### config.mk
export PLATFORM = sky130hd
export DESIGN_NAME = reg_writeback_queue
export DESIGN_NICKNAME = d
export VERILOG_FILES = /design/src/rtl/reg_writeback_queue.sv
export SDC_FILE = /design/constraint.sdc
export NUM_CORES = 1
export LEC_CHECK = 0
export ABC_AREA = 0
export CAP_MARGIN = 20
export CORE_MARGIN = 1.5
export CORE_UTILIZATION = 35
export CTS_CLUSTER_SIZE = 16
export DETAILED_ROUTE_END_ITERATION = 16
export GPL_TIMING_DRIVEN = 1
export PLACE_DENSITY = 0.59
export REMOVE_ABC_BUFFERS = 1
export SETUP_SLACK_MARGIN = 0.02
export SYNTH_ARGS = -nofsm -noshare
export SYNTH_HDL_FRONTEND = slang
export SYNTH_SLANG_ARGS = --single-unit
### constraint.sdc
create_clock -name clk -period 7.4 [get_ports clk]
set_input_delay 0.74 -clock clk [delete_from_list [all_inputs] [get_ports clk]]
set_output_delay 0.74 -clock clk [all_outputs]
set_load 0.02 [all_outputs]
### src/rtl/reg_writeback_queue.sv
// Register writeback queue: FIFO of pending {reg, data} writes with read-port forwarding.
// Latency: one cycle from enqueue to reg_write; rf_stall holds the head, and wb_ready drops only when full.
module reg_writeback_queue #(
    parameter int WIDTH = 64,
    parameter int DEPTH = 4
) (
    input  logic             clk,
    input  logic             reset,
    input  logic             wb_valid,
    input  logic [4:0]       wb_reg,
    input  logic [WIDTH-1:0] wb_data,
    output logic             wb_ready,
    input  logic             rf_stall,
    output logic             reg_write,
    output logic [4:0]       write_reg,
    output logic [WIDTH-1:0] write_data,
    input  logic [4:0]       fwd_reg1,
    input  logic [4:0]       fwd_reg2,
    output logic             fwd_hit1,
    output logic             fwd_hit2,
    output logic [WIDTH-1:0] fwd_data1,
    output logic [WIDTH-1:0] fwd_data2,
    output logic             empty,
    output logic             dropped
);
    localparam int PW = $clog2(DEPTH);
    localparam int CW = $clog2(DEPTH + 1);
    localparam logic [4:0] XZR = 5'd31;

    typedef struct packed {
        logic [4:0]       rg;
        logic [WIDTH-1:0] dat;
    } entry_t;

    entry_t        r_mem [DEPTH];
    logic [PW-1:0] r_head;
    logic [PW-1:0] r_tail;
    logic [CW-1:0] r_count;
    logic          r_dropped;

    logic          w_empty;
    logic          w_accept;
    logic          w_enq;
    logic          w_deq;
    logic [PW-1:0] w_idx;
    entry_t        w_head_ent;

    assign w_empty    = (r_count == '0);
    assign wb_ready   = (r_count < CW'(DEPTH));
    assign w_accept   = wb_valid && wb_ready;
    assign w_enq      = w_accept && (wb_reg != XZR);
    // The memory commits on the same edge, so no strobe may leave while reset is asserted.
    assign w_deq      = !w_empty && !rf_stall && !reset;
    assign w_head_ent = r_mem[r_head];

    assign reg_write  = w_deq;
    assign write_reg  = w_empty ? '0 : w_head_ent.rg;
    assign write_data = w_empty ? '0 : w_head_ent.dat;
    assign empty      = w_empty;
    assign dropped    = r_dropped;

    always_ff @(posedge clk) begin
        if (reset) begin
            r_head    <= '0;
            r_tail    <= '0;
            r_count   <= '0;
            r_dropped <= 1'b0;
        end else begin
            if (w_enq) begin
                r_tail <= r_tail + 1'b1;
            end
            if (w_deq) begin
                r_head <= r_head + 1'b1;
            end
            r_count   <= r_count + CW'(w_enq) - CW'(w_deq);
            r_dropped <= w_accept && (wb_reg == XZR);
        end
    end

    always_ff @(posedge clk) begin
        if (!reset && w_enq) begin
            r_mem[r_tail] <= '{rg: wb_reg, dat: wb_data};
        end
    end

    // Walk oldest to youngest so the last match wins; the head still counts while being written.
    always_comb begin
        fwd_hit1  = 1'b0;
        fwd_hit2  = 1'b0;
        fwd_data1 = '0;
        fwd_data2 = '0;
        w_idx     = '0;
        for (int i = 0; i < DEPTH; i++) begin
            w_idx = r_head + PW'(i);
            if (CW'(i) < r_count) begin
                if ((r_mem[w_idx].rg == fwd_reg1) && (fwd_reg1 != XZR)) begin
                    fwd_hit1  = 1'b1;
                    fwd_data1 = r_mem[w_idx].dat;
                end
                if ((r_mem[w_idx].rg == fwd_reg2) && (fwd_reg2 != XZR)) begin
                    fwd_hit2  = 1'b1;
                    fwd_data2 = r_mem[w_idx].dat;
                end
            end
        end
    end
endmodule

==> flow_metrics.py, run 1 <==
metrics = {
    "synth": {
        "yosysWarnings": 0,
        "synth_fa_ha_area_share_pct": 0.591,
        "synth_top_family_by_area": "multiplexers",
        "yosys-mux-area-fraction_pct": 23.5,
        "avgSynthCellArea_um2": 11.8,
        "syn_area_mm2": 0.0203,
        "synth_compound_area_share_pct": 14.5,
        "synthArstFlopShare_pct": 0,
        "synth_flop_cell": "edfxtp_1",
        "synth_enable_flop_cells": 276,
        "syn-instance-count": 1724,
        "seq_area_frac_synth_pct": 41.8,
        "yosys.area.top_type": "edfxtp_1",
        "yosys_register_bits": 286,
        "ys_types": 55,
        "synthXorXnorAreaFrac_pct": 1.77,
        "synth_simple_gate_area_share_pct": 13.1,
        "synth_area_leaders": "edfxtp_1, mux4_2, mux2_2, o21ai_0, mux2i_1",
        "synth.top_cell.area_share_pct": 40.8,
    },
    "run_status": {
        "status": "complete, no violations",
    },
    "flow_run": {
        "maxCapViolCount": 0,
    },
    "grt": {
        "grt-busiest-layer": "met2",
        "met1_usage_pct": 30.7,
        "grt_max_degree": 134,
        "met2_usage_pct": 39.4,
        "grt_pass1_vias": 17100,
        "antenna_found_initial": 9,
        "grt.total_usage_pct": 24.2,
        "grt.overflow.total": 0,
        "grt_pass1_wl_um": 109000,
        "use_met3_pct": 6.33,
    },
    "worst_setup_path": {
        "crit_required_ns": 6.66,
        "endpoint_kind": "output pin",
        "worstSetupPathType": "flip-flop to output pin",
        "cp-start-kind": "flip-flop",
        "cp.arrival_ns": 5.20,
        "cp_max_fo": 133,
        "reg2reg_setup_slack_ns": 4.59,
    },
    "cells_and_area": {
        "fillers": 5250,
        "area_growth_pct": 21.9,
        "nets": 1980,
        "drive_gt1_share_pct": 19.9,
        "final_cell_area_mm2": 0.0248,
    },
    "clock_tree": {
        "cts_buffer_depth": 3,
        "ctsResizeCount": 0,
        "cts_root_buf": "clkbuf_16",
        "clk-insertion-delay-late_ns": 0.54,
        "postCtsSetupBuffers": 0,
        "h-tree-depth": 2,
        "clk_pin_slew_worst_paths_ns": 0.06,
        "ctsHoldBuffers": 0,
        "cts_tree": "done",
        "cts_made_buffers": 35,
        "clock_sink_count": 286,
    },
    "min_path": {
        "min_path_type": "flip-flop to flip-flop",
    },
    "die": {
        "ioPinCount": 286,
        "core_area_mm2": 0.0575,
        "placementRows": 88,
        "start_util_pct": 35.3,
        "dieArea_mm2": 0.0595,
        "die_h_um": 244,
        "die_x_um": 244,
    },
    "pwr": {
        "p_per_area_mw_per_mm2": 311,
        "power_mw": 7.69,
        "leakage_nw": 7.67,
        "ir_worst_vdd_v": 0.000240,
    },
    "drt": {
        "routed_via_density": 6.42,
        "vias": 17200,
        "detail_route.iter0.violations": 1710,
        "wl_per_cell_um": 27.7,
        "drc_errors": 0,
        "antenna_left": 0,
        "routed_wl_um": 74300,
        "dr.pass1.iters": 5,
    },
    "placed_design": {
        "place_congestion": 0.814,
        "pre_cts_ws_ns": 1.74,
        "hpwl_um": 43400,
        "dpl_cell_area_mm2": 0.0236,
        "portBuffers": 285,
    },
    "sta": {
        "maxSlewViolCount": 0,
        "finalSetupTns_ns": 0,
        "fin_skew_ns": 0.0116,
        "fin_crit_sh_pct": 80.3,
        "hold_ws_ns": 0.561,
        "slew_headroom_pct": 17.5,
        "setup_violations": 0,
        "fin_ws_ns": 1.46,
        "fin_crit_ns": 5.94,
        "rsz0062_at_grt": "false",
        "worst_slew_pin_slew_ns": 1.24,
        "hold_viol_final": 0,
        "max_freq_mhz": 168,
    },
}
==> path summary, 6_finish.rpt <==
| path | cells past startpoint | start | endpoint |
|---|---|---|---|
| max | 9 | r_head[0] | fwd_data2[4] |
| max reg2reg | 5 | r_count[2] | r_mem[1][56] |
| min | 2 | r_tail[1] | r_tail[1] |
| min reg2reg | 2 | r_tail[1] | r_tail[1] |
==> kinds of logic (layout without fill, tap and decap cells) <==
family | count (synthesis) | after routing
flip-flops | 286 | 286
multiplexers | 279 | 279
other | 0 | 4
AND/OR/NAND/NOR | 450 | 450
AO/OA/AOI/OAI | 454 | 454
buffers and inverters | 205 | 394
XOR/XNOR | 41 | 41
adder cells (fa/ha/maj) | 9 | 9
==> stage by stage <==
stage / cells / utilization [%]
final: 2682 / 43.1
after global routing: 2681 / 43.1
after CTS: 2676 / 43.0
after detailed placement: 2614 / 41.0
after global placement: 2612 / 40.9
after floorplan: 1532 / -
==> registers in the layout, summed over array words and instances, names as in the netlist, named ones only <==
name,cells
dropped,1
r_mem,276
r_head,2
r_tail,2
r_count,3
==> cells in the final DEF, fill, tap and decap left out, types with 18 or more instances in the layout <==
cell / synthesis / final
mux2i_1: 64 / 64
xnor2_1: 34 / 34
clkbuf_16: 0 / 37
a31oi_1: 64 / 64
nand2_1: 74 / 74
o21ai_0: 130 / 129
edfxtp_1: 276 / 276
nor3_1: 69 / 68
o22ai_1: 61 / 61
nor3b_2: 41 / 41
mux2_2: 63 / 63
nor3b_1: 18 / 18
and3_1: 67 / 66
clkdlybuf4s50_1: 0 / 285
a211oi_1: 53 / 53
mux4_2: 151 / 151
buf_4: 1 / 29
a221oi_1: 59 / 59
a21oi_1: 58 / 58
nor2b_1: 68 / 68
nor2_1: 75 / 73
==> area by class of cell <==
class | count | area (µm²) | area share (%)
Clock buffer | 46 | 980 | 3.96
Clock inverter | 16 | 151 | 0.611
Timing Repair Buffer | 319 | 3180 | 12.8
Tap cell | 765 | 957 | 3.87
Inverter | 13 | 51.3 | 0.207
Antenna cell | 4 | 10.0 | 0.0404
Sequential cell | 286 | 8500 | 34.3
Multi-Input combinational cell | 1233 | 10900 | 44.1
==> cells in the mapped netlist, types with 8 or more instances <==
library cell  number
clkbuf_1         121
a221oi_1          59
a31oi_1           64
ha_1               8
nand2_1           74
nor2_1            75
mux2i_1           64
nor3_1            69
xnor2_1           34
nor2b_1           68
buf_2             33
inv_1             13
buf_6             20
and3_1            67
mux2_2            63
mux4_2           151
o22ai_1           61
o21ai_0          130
dfxtp_1           10
a21oi_1           58
buf_1             17
edfxtp_1         276
a211oi_1          53
nor3b_1           18
nand3_1            8
a211oi_2          14
nor3b_2           41
==> report_power, final <==
group	leakage (nW)	switching [mW]	internal (mW)	total, mW
Clock	0.556	0.679	1.03	1.71
Sequential	2.59	0.176	1.88	2.06
Combinational	4.53	2.18	1.74	3.92
Total	7.67	3.04	4.65	7.69
==> critical path, stage by stage, from the launching register on <==
cell,delay [ns]
dfxtp_4,0.50
buf_12,0.65
mux4_2,0.48
xnor2_1,0.15
nand2_1,0.08
or4_4,0.73
buf_4,0.69
o21ai_0,0.19
o22ai_1,0.37
clkdlybuf4s50_1,0.68
==> routing by layer <==
layer / wire (µm) / part of all wire (%)
met1: 29000 / 39
met2: 35200 / 47
met3: 7470 / 10
met5: 47 / 0.063
met4: 2630 / 3.5
Note: power is estimated with default switching activity, not from simulation.
==> inputs of run 2 (changes only) <==
Settings changed: PLACE_DENSITY 0.59 to 0.61.
Clock period 7.4 ns to 4.8 ns, I/O delays scaled along.
==> run 2 against run 1 <==
Against the previous run:
- total power rose by 55%
- first-iteration DRC count rose by 8.2%
- largest cell class unchanged
- critical path type unchanged
- clock-buffer cell count did not move
- critical endpoint is now fwd_data1[22]
- flip-flop and latch count did not move
- sequential share of layout area fell by 0.54 points
- register-to-register slack got worse by 2.4 ns
==> flow_metrics.py, run 2 (synthesis gave the netlist of run 1 again) <==
metrics = {
    "clock_tree": {
        "cts_tree": "done",
        "clock_sink_count": 286,
        "cts_made_buffers": 34,
        "h-tree-depth": 2,
        "cts_root_buf": "clkbuf_16",
        "clk-insertion-delay-late_ns": 0.54,
        "cts_buffer_depth": 3,
        "clk_pin_slew_worst_paths_ns": 0.06,
    },
    "grt": {
        "grt.total_usage_pct": 23.2,
        "grt_pass1_vias": 17500,
        "grt_max_degree": 174,
        "grt.overflow.total": 0,
        "antenna_found_initial": 6,
        "grt_pass1_wl_um": 106000,
    },
    "pwr": {
        "p_per_area_mw_per_mm2": 474,
        "leakage_nw": 7.86,
        "ir_worst_vdd_v": 0.000442,
        "power_mw": 11.9,
    },
    "drt": {
        "drc_errors": 0,
        "routed_via_density": 6.37,
        "routed_wl_um": 71500,
        "dr.pass1.iters": 6,
        "vias": 17300,
        "wl_per_cell_um": 26.4,
        "antenna_left": 0,
        "detail_route.iter0.violations": 1851,
    },
    "sta": {
        "rsz0062_at_grt": "false",
        "fin_crit_sh_pct": 99.3,
        "fin_crit_ns": 4.76,
        "finalSetupTns_ns": 0,
        "fin_skew_ns": 0.0136,
        "setup_violations": 0,
        "worst_slew_pin_slew_ns": 1.10,
        "max_freq_mhz": 210,
        "maxSlewViolCount": 0,
        "slew_headroom_pct": 26.9,
        "hold_viol_final": 0,
    },
    "worst_setup_path": {
        "cp-start-kind": "flip-flop",
        "startpoint": "r_head[1]",
        "worstSetupPathType": "flip-flop to output pin",
        "crit_required_ns": 4.32,
        "cp.arrival_ns": 4.28,
        "cp_max_fo": 32,
        "reg2reg_from": "r_count[2]",
        "reg2reg_setup_slack_ns": 2.20,
        "endpoint_kind": "output pin",
    },
    "cells_and_area": {
        "post-route-util_pct": 43.8,
        "layout_common_cells": "clkdlybuf4s50_1, edfxtp_1, mux4_2",
        "reg_top3": "r_mem (276), r_count (3)",
        "regMostFlops": "r_mem",
        "drive_gt1_share_pct": 21.4,
        "nets": 2007,
        "final_cell_area_mm2": 0.0252,
        "mostFrequentLayoutCell": "clkdlybuf4s50_1",
        "fin_cells": 2710,
        "largest_reg_flops": 276,
        "area_growth_pct": 23.9,
        "fillers": 5211,
    },
    "die": {
        "core_area_mm2": 0.0575,
        "die_h_um": 244,
        "dieArea_mm2": 0.0595,
        "placementRows": 88,
        "start_util_pct": 35.3,
        "die_x_um": 244,
        "ioPinCount": 286,
    },
    "min_path": {
        "min_path_type": "primary input to flip-flop",
        "hp-start": "wb_valid",
    },
    "placed_design": {
        "portBuffers": 285,
        "place_congestion": 0.870,
        "dpl_cell_area_mm2": 0.0238,
        "dp_cells": 2633,
        "hpwl_um": 43900,
    },
    "run_status": {
        "status": "complete, no violations",
    },
    "flow_run": {
        "maxCapViolCount": 0,
    },
}
-- run 2: power by group --
| part | internal (mW) | total (mW) | switching [mW] |
|---|---|---|---|
| Sequential | 2.90 | 3.04 | 0.135 |
| Clock | 1.63 | 2.64 | 1.01 |
| Combinational | 2.75 | 6.25 | 3.50 |
-- run 2: final cells by class --
cell class | instances | area [µm²] | area share (%)
inverters | 13 | 51.3 | 0.204
clock buffers | 46 | 970 | 3.85
clock inverters | 16 | 179 | 0.711
diodes | 4 | 10.0 | 0.0398
flip-flops and latches | 286 | 8500 | 33.8
multi-input cells | 1233 | 11000 | 43.6
well taps | 765 | 957 | 3.80
repair buffers | 347 | 3530 | 14.0
-- run 2: worst max-delay path, cell delays in order (launching register included) --
cell	delay, ns
dfxtp_4	0.50
buf_6	0.29
mux4_2	0.38
xor2_1	0.17
or4_4	0.47
buf_4	0.34
nor3b_2	0.26
a31oi_1	0.06
a211oi_1	0.51
clkdlybuf4s50_1	0.73
-- run 2: timing repair --
item | 4_1_cts | 5_1_grt
hold buffers | 0 | 0
resized for setup | 9 | 6
setup buffers | 0 | 10
endpoints found under the setup margin | 10 | 29
cloned | 0 | 0
-- run 2: stage by stage --
step | hold slack (ns) | setup slack (ns)
finish | 0.555 | 0.0354
global route | 0.544 | 0.0204
CTS | 0.527 | -0.00649
detailed placement | 0.548 | 0.214
global placement | 0.543 | 0.301
floorplan | 0.455 | -10.84
-- run 2: worst paths after layout --
check	end	cells after the start
hold reg to reg	r_tail[1]	2
setup / recovery	fwd_data1[22]	9
hold / removal	dropped	2
setup reg to reg	r_count[2]	10
-- run 2: routing by layer --
layer  vias up  share of wire, %  track usage, %
met5         -             0.025               0
met4         4               3.6            9.68
met3       206                10            6.00
met2      1137                47            37.2
met1      8595                39            29.7
li1       7314                 -               -
==> inputs of run 3 (changes only) <==
Settings changed: CORE_MARGIN 1.5 to 2.
Clock period 4.8 ns to 4.3 ns, I/O delays scaled along.
==> run 3 against run 2 <==
Against the previous run:
- clock skew is 0.00065 ns lower
- clock power is 13% higher
- cell count is 0.11% higher
- total power is 11% higher
- register-to-register slack worse by 0.43 ns
- cell area is 0.65% higher
- highest routed layer unchanged
==> flow_metrics.py, run 3 (synthesis gave the netlist of run 1 again) <==
metrics = {
    "run_status": {
        "status": "complete, no violations",
    },
    "cells_and_area": {
        "mostFrequentLayoutCell": "edfxtp_1",
        "reg_top3": "r_mem (276), r_count (3)",
        "regMostFlops": "r_mem",
        "layout_common_cells": "edfxtp_1, clkdlybuf4s50_1, mux4_2",
        "post-route-util_pct": 44.1,
        "final_cell_area_mm2": 0.0253,
        "area_growth_pct": 24.7,
        "drive_gt1_share_pct": 22.4,
        "largest_reg_flops": 276,
        "fillers": 5245,
        "nets": 2013,
    },
    "sta": {
        "setup_violations": 0,
        "worst_slew_pin_slew_ns": 1.06,
        "slew_headroom_pct": 29.3,
        "maxSlewViolCount": 0,
        "hold_viol_final": 0,
        "rsz0062_at_grt": "false",
        "fin_crit_sh_pct": 97.2,
        "fin_skew_ns": 0.0130,
        "hold_ws_ns": 0.515,
        "max_freq_mhz": 239,
        "fin_crit_ns": 4.18,
    },
    "drt": {
        "wl_per_cell_um": 26.7,
        "routed_via_density": 6.37,
        "routed_wl_um": 72300,
        "detail_route.iter0.violations": 1632,
        "vias": 17300,
        "dr.pass1.iters": 5,
        "drc_errors": 0,
        "antenna_left": 0,
    },
    "grt": {
        "grt.overflow.total": 0,
        "grt_pass1_vias": 17400,
        "grt_max_degree": 195,
        "grt_pass1_wl_um": 107000,
        "antenna_found_initial": 4,
        "grt.total_usage_pct": 23.4,
    },
    "clock_tree": {
        "clk-insertion-delay-late_ns": 0.54,
        "clock_sink_count": 286,
        "cts_made_buffers": 34,
        "clk_pin_slew_worst_paths_ns": 0.06,
        "cts_tree": "done",
        "cts_root_buf": "clkbuf_16",
        "h-tree-depth": 2,
        "cts_buffer_depth": 3,
        "ctsHoldBuffers": 0,
    },
    "worst_setup_path": {
        "cp-start-kind": "flip-flop",
        "endpoint_kind": "output pin",
        "crit_required_ns": 3.87,
        "cp_max_fo": 14,
        "worstSetupPathType": "flip-flop to output pin",
        "cp.arrival_ns": 3.75,
    },
    "placed_design": {
        "hpwl_um": 43900,
        "dpl_cell_area_mm2": 0.0240,
        "portBuffers": 285,
        "place_congestion": 0.822,
    },
    "pwr": {
        "p_per_area_mw_per_mm2": 523,
        "leakage_nw": 8.69,
        "ir_worst_vdd_v": 0.000482,
    },
    "flow_run": {
        "maxCapViolCount": 0,
    },
    "die": {
        "dieArea_mm2": 0.0600,
        "start_util_pct": 35.3,
        "core_area_mm2": 0.0575,
        "placementRows": 88,
        "die_x_um": 245,
        "ioPinCount": 286,
        "die_h_um": 245,
    },
    "min_path": {
        "min_path_type": "primary input to flip-flop",
    },
}
run 3: cell types whose count changed in the layout (fill, tap and decap cells not counted), moves of 3 or more:
| cell | delta |
|---|---|
| buf_4 | -5 |
| clkbuf_2 | +4 |
| dlygate4sd2_1 | +107 |
| clkinvlp_4 | +3 |
| buf_12 | +15 |
| clkinv_2 | -4 |
| clkdlybuf4s50_1 | -127 |
| clkbuf_1 | -5 |
| dlymetal6s2s_1 | +11 |
run 3: path summary, 6_finish.rpt:
path              startpoint  cells after the start  slack (ns)             to
hold reg to reg    r_tail[1]                      2        0.57      r_tail[1]
setup / recovery   r_head[0]                     10        0.12  fwd_data2[33]
setup reg to reg  r_count[2]                     11        1.77     r_count[2]
hold / removal      wb_valid                      2        0.51        dropped
run 3: cell type report:
cell class / count / area (µm²) / share of cell area [%]
clock buffers: 38 / 887 / 3.50
inverters: 13 / 51.3 / 0.203
well taps: 765 / 957 / 3.78
diodes: 5 / 12.5 / 0.0494
multi-input cells: 1233 / 11000 / 43.5
repair buffers: 353 / 3640 / 14.4
clock inverters: 20 / 263 / 1.04
flip-flops and latches: 286 / 8500 / 33.6
run 3: power breakdown:
| group | switching, mW | leakage, nW | internal, mW |
|---|---|---|---|
| combinational | 3.91 | 5.55 | 2.99 |
| clock | 1.12 | 0.553 | 1.84 |
| sequential | 0.140 | 2.59 | 3.24 |
| total | 5.18 | 8.69 | 8.07 |
run 3: through the flow:
stage	total power, mW	setup WS [ns]	setup TNS, ns	std cells
final	13.3	0.120	0	2713
after global routing	13.9	0.0197	0	2709
after CTS	13.3	0.0206	0	2703
after detailed placement	10.4	0.238	0	2635
after global placement	10.3	0.268	0	2635
after floorplan	7.56	-11.29	-1285.33	1532
run 3: critical path, stage by stage (launching register included):
cell	delay, ns
dfxtp_4	0.43
buf_4	0.23
mux4_2	0.58
or2_2	0.35
and2_2	0.25
nor3_4	0.20
buf_12	0.16
bufbuf_16	0.32
a221oi_1	0.12
o22ai_1	0.21
dlygate4sd2_1	0.38
run 3: per-layer routing:
| layer | global-route usage, % | vias up | wire, µm |
|---|---|---|---|
| li1 | - | 7326 | - |
| met1 | 30.1 | 8731 | 28500 |
| met2 | 38.2 | 1043 | 34800 |
| met3 | 4.58 | 184 | 6310 |
| met4 | 10.8 | 4 | 2690 |
| met5 | 0 | - | 28 |
run 3: timing repair:
item / in CTS / in global routing
gates cloned: 1 / 0
pin swaps: 3 / 2
buffers inserted: 9 / 5
gates resized for setup: 124 / 31
endpoints found under the setup margin: 124 / 32
==> patch 1 (flow settings as in run 1) <==
Reset style: asynchronous (`reset`), changed in one clocked block.
--- a/src/rtl/reg_writeback_queue.sv
+++ b/src/rtl/reg_writeback_queue.sv
@@ -59,7 +59,7 @@
     assign empty      = w_empty;
     assign dropped    = r_dropped;
 
-    always_ff @(posedge clk) begin
+    always_ff @(posedge clk or posedge reset) begin
         if (reset) begin
             r_head    <= '0;
             r_tail    <= '0;
Check against the original RTL: not settled (the Yosys comparison gave no result); the edit may change what the design does.
==> patch 1 against run 1 <==
- synthesized area shrank 2.9%
- design area shrank 2.4%
- final cell count rose by 4.6%
- worst hold slack worse by 0.021 ns
- register-to-register slack got worse by 0.10 ns
- die area shrank 2.8%
- sequential share of layout area up 0.82 points
- worst setup slack got worse by 0.14 ns
- first-iteration DRC count decreased by 29%
- total power rose by 26%
- sequential cell count is 2 lower
- routed wire length shrank 17%
==> patch 1: results (changes against run 1) <==
Outcome
  – Outcome: complete, no violations

Logic synthesis
  – Yosys cell types: 58 (+5.5%)
  – Seq/Total Area, Yosys: 0.430 (+0.0123)
  – Fraction of synthesis flops using an asynchronous set or reset pin: 0.0282 (+0.0282)
  – Largest cells by area after synthesis: sky130_fd_sc_hd__edfxtp_1, sky130_fd_sc_hd__mux2_2, sky130_fd_sc_hd__mux2i_1
  – Mux share of post-synthesis cell area: 0.223 (-0.0126)
  – Post-synthesis share of cell area spent on xor and xnor gates: 0.0200 (+0.00230)
  – Post-synthesis area per instance: 10.6 µm² (-9.8%)
  – Area fraction in compound gates after synthesis: 0.176 (+0.0311)

Route
  – Routed length on met1: 27,100 µm (-6.8%)
  – Total length of routed met2 wires: 28,800 µm (-18%)
  – Total met3 wirelength after detailed routing: 4490 µm (-40%)
  – Routed vias: 15,900 (-7.6%)
  – Post-DR wirelength/cell: 22.0 µm (-20%)
  – Wire length reported by the detailed router: 61,800 µm (-17%)
  – Initial DRC count: 1,222 (-29%)

STA
  – Fin Hold WS: 0.540 ns (-0.0209 ns)
  – Final clock skew: 0.0216 ns (+0.0101 ns)
  – Number of hold violations in the final report: 0 (unchanged)
  – Tightest slew margin relative to the limit: 0.0999 (-0.0753)
  – Maximum achievable frequency: 164 MHz (-2.3%)

Critical path
  – Startpoint of the lowest-slack register-to-register path: r_count[2]$_DFF_PP0_
  – Maximum fanout count along the critical path: 67 (-50%)
  – Standard cell with the maximum stage delay on the critical path: sky130_fd_sc_hd__buf_4
  – Launch point of the worst path: r_head[1]$_DFFE_PP0P_
  – Crit path DAT: 5.34 ns (+0.14 ns)
  – Worst setup path endpoint: fwd_data1[44]
  – Peak per-stage delay on the critical path: 0.84 ns (+0.11 ns)
  – Reg-to-reg slack, setup: 4.49 ns (-0.10 ns)

GRT
  – Global-route wire length before repair: 92,400 µm (-15%)
  – Antenna violations before repair: 5 (-4)
  – Maximum number of pins on one net before global-route repair: 198 (+48%)
  – Routing usage on met3: 0.0344 (-0.0289)
  – Global Route Usage Sum: 0.209 (-0.0335)
  – Global-route track usage on met2: 0.338 (-0.0559)

Placed design
  – Final weighted congestion of routability-driven global placement: 0.866 (+6.4%)
  – Placed cells: 2,747 (+5.1%)
  – Placement Cell Area: 23,000 µm² (-2.4%)
  – Pre-CTS setup slack: 1.73 ns (-0.0127 ns)

Power and ir drop
  – Psw: 4.16 mW (+37%)
  – Max IR drop VDD: 389 µV (+62%)
  – Leak: 8.47 nW (+10%)

Layout
  – Share of layout cells above drive strength 1: 0.160 (-0.0391)
  – Post-layout nets: 2,127 (+7.4%)

Min path
  – Path category of the worst min-delay check: primary input to async pin

Clock network
  – Number of buffers created by CTS: 34 (-2.9%)
-- patch 1: cell count changes after synthesis, sizes merged, moves of 53 or more --
cell           run 1  this run
nor3b             59         1
and3              67         1
nand2             74       196
mux4             152        13
mux2i             64       201
o211ai             4        57
a31o               0        54
a22oi              0        54
nor3              70        13
a31oi             64         1
nor2              76       135
mux2              63       185
nand2b             0        57
-- patch 1: final cells by class --
class | instances | area [µm²]
Multi-Input combinational cell | 1389 | 10400
Antenna cell | 1 | 2.50
Fill cell | 5177 | 31300
Tap cell | 748 | 936
Inverter | 13 | 56.3
Clock inverter | 13 | 185
Timing Repair Buffer | 313 | 3100
Sequential cell | 284 | 8500
Clock buffer | 44 | 972
-- patch 1: power by group through the flow --
stage	Clock, mW	Sequential (mW)	Combinational [mW]
global placement	0	2.05	5.83
floorplan	0	2.31	4.17
CTS	1.77	2.03	5.92
finish	1.73	2.03	5.93
global route	1.83	2.05	6.34
detailed placement	0	2.06	5.89
==> patch 2 (flow settings as in run 1) <==
Without the edit above. Set the parameter `WIDTH` to 56 (it was 64).
--- a/src/rtl/reg_writeback_queue.sv
+++ b/src/rtl/reg_writeback_queue.sv
@@ -1,7 +1,7 @@
 // Register writeback queue: FIFO of pending {reg, data} writes with read-port forwarding.
 // Latency: one cycle from enqueue to reg_write; rf_stall holds the head, and wb_ready drops only when full.
 module reg_writeback_queue #(
-    parameter int WIDTH = 64,
+    parameter int WIDTH = 56,
     parameter int DEPTH = 4
 ) (
     input  logic             clk,
Ports: changed (resized fwd_data1, fwd_data2, wb_data and write_data); port bits go from 286 to 254. No check against the original RTL was run, so the function may have changed too.
==> patch 2 against run 1 <==
- sequential power down 13%
- worst setup slack gained 0.077 ns
- routed wire length shrank 18%
- design area decreased by 11%
- synthesized area shrank 11%
- final cell count decreased by 13%
- total power decreased by 12%
- sequential cell count decreased by 32
- largest cell class unchanged
- largest power group unchanged
==> patch 2: results (changes against run 1) <==
Outcome
  – Outcome: complete, no violations

Power and ir drop
  – Max IR drop VDD: 245 µV (+2.3%)
  – Leak: 6.87 nW (-10%)

Route
  – DR vias/cell: 6.30 (-1.9%)
  – Post-DR wirelength/cell: 26.1 µm (-6.0%)
  – Initial DRC count: 1,396 (-18%)
  – First-pass iteration count of the detailed router: 6 (+1)

Layout
  – Share of layout cells above drive strength 1: 0.186 (-0.0128)
  – Multi-input comb cells: 1,066 (-14%)
  – Post-layout instance area: 22,000 µm² (-11%)
  – Area of the multi-input gates: 9920 µm² (-9.2%)
  – Area fraction of clock buffers and clock inverters: 0.0436 (-0.00204)
  – Largest registers ranked by flip-flop count: r_mem x244, r_count x3
  – Filler Cell Count: 4,658 (-11%)
  – Register cell area after layout: 7540 µm² (-11%)
  – Data buffer area share: 0.124 (-0.00463)
  – Post-layout nets: 1,721 (-13%)

Placed design
  – Hpwl dp: 36,200 µm (-17%)
  – Placement Cell Area: 21,100 µm² (-11%)
  – IO buf count: 253 (-11%)
  – Final weighted congestion of routability-driven global placement: 0.839 (+3.1%)

Logic synthesis
  – Share of synthesized cell area in full adder, half adder and majority cells: 0.00664 (+0.000730)
  – Mux share of post-synthesis cell area: 0.298 (+0.0629)
  – Number of flops mapped to enable cells by yosys: 244 (-12%)
  – Post-synthesis share of cell area spent on xor and xnor gates: 0.0194 (+0.00170)
  – Seq/Total Area, Yosys: 0.416 (-0.00160)
  – Area fraction in compound gates after synthesis: 0.108 (-0.0368)
  – Yosys cell types: 44 (-20%)

Critical path
  – Reg-to-reg slack, setup: 4.66 ns (+0.07 ns)
  – End of the worst register-to-register path: r_mem[3][51]$_DFFE_PP_
  – Standard cell with the maximum stage delay on the critical path: sky130_fd_sc_hd__clkdlybuf4s50_1
  – Peak per-stage delay on the critical path: 0.69 ns (-0.04 ns)
  – Crit path DAT: 5.13 ns (-0.07 ns)

GRT
  – Global-route wire length before repair: 90,800 µm (-17%)
  – Antenna violations before repair: 3 (-6)
  – Maximum number of pins on one net before global-route repair: 173 (+29%)
  – Via count of the first global-routing pass: 14,900 (-13%)

Clock network
  – CTS sink cnt: 254 (-11%)
  – H-Tree Level Count: 1 (-1)
  – Number of buffers created by CTS: 29 (-17%)

STA
  – Final clock skew: 0.0248 ns (+0.0132 ns)
  – Worst-margin pin slew: 1.11 ns (-0.129 ns)
## patch 2: power groups by stage
stage                     sequential, mW  combinational [mW]  clock (mW)
after global routing                1.81                3.70        1.56
after CTS                           1.79                3.50        1.51
final                               1.79                3.49        1.47
after detailed placement            1.82                3.48           0
after global placement              1.81                3.45           0
after floorplan                     2.03                2.32           0
## patch 2: worst max path at each step
stage,startpoint,end,slack (ns),depth (start not counted)
floorplan,r_head[0]$_SDFFE_PP0P_,fwd_data2[55],-4.04,6
global placement,fwd_reg1[0],fwd_data1[4],2.17,9
detailed placement,r_head[0]$_SDFFE_PP0P_,fwd_data1[4],2.13,9
CTS,r_head[0]$_SDFFE_PP0P_,fwd_data1[4],1.48,9
global route,r_head[0]$_SDFFE_PP0P_,fwd_data1[4],1.17,9
finish,r_head[1]$_SDFFE_PP0P_,fwd_data1[34],1.53,9
## patch 2: routing by layer
metal | vias to the layer above | GRT usage | part of all wire
met1 | 7480 | 0.279 | 0.39
met4 | 2 | 0.0842 | 0.031
li1 | 6236 | - | -
met2 | 862 | 0.383 | 0.49
met3 | 154 | 0.0377 | 0.083
met5 | - | 0 | 0.00018
## patch 2: worst min-delay path, stage by stage, from the launching register on
cell and delay [ns]:
sky130_fd_sc_hd__dfxtp_1 0.34, sky130_fd_sc_hd__mux2i_1 0.14, sky130_fd_sc_hd__nor2_1 0.05
## patch 2: per-stage QoR
step | hold WS (ns) | util | instances
2_1_floorplan | 0.434 | - | 1330
3_3_place_gp | 0.540 | 0.412 | 2286
3_5_place_dp | 0.562 | 0.412 | 2286
4_1_cts | 0.567 | 0.431 | 2338
5_1_grt | 0.586 | 0.431 | 2340
6_report | 0.567 | 0.431 | 2340
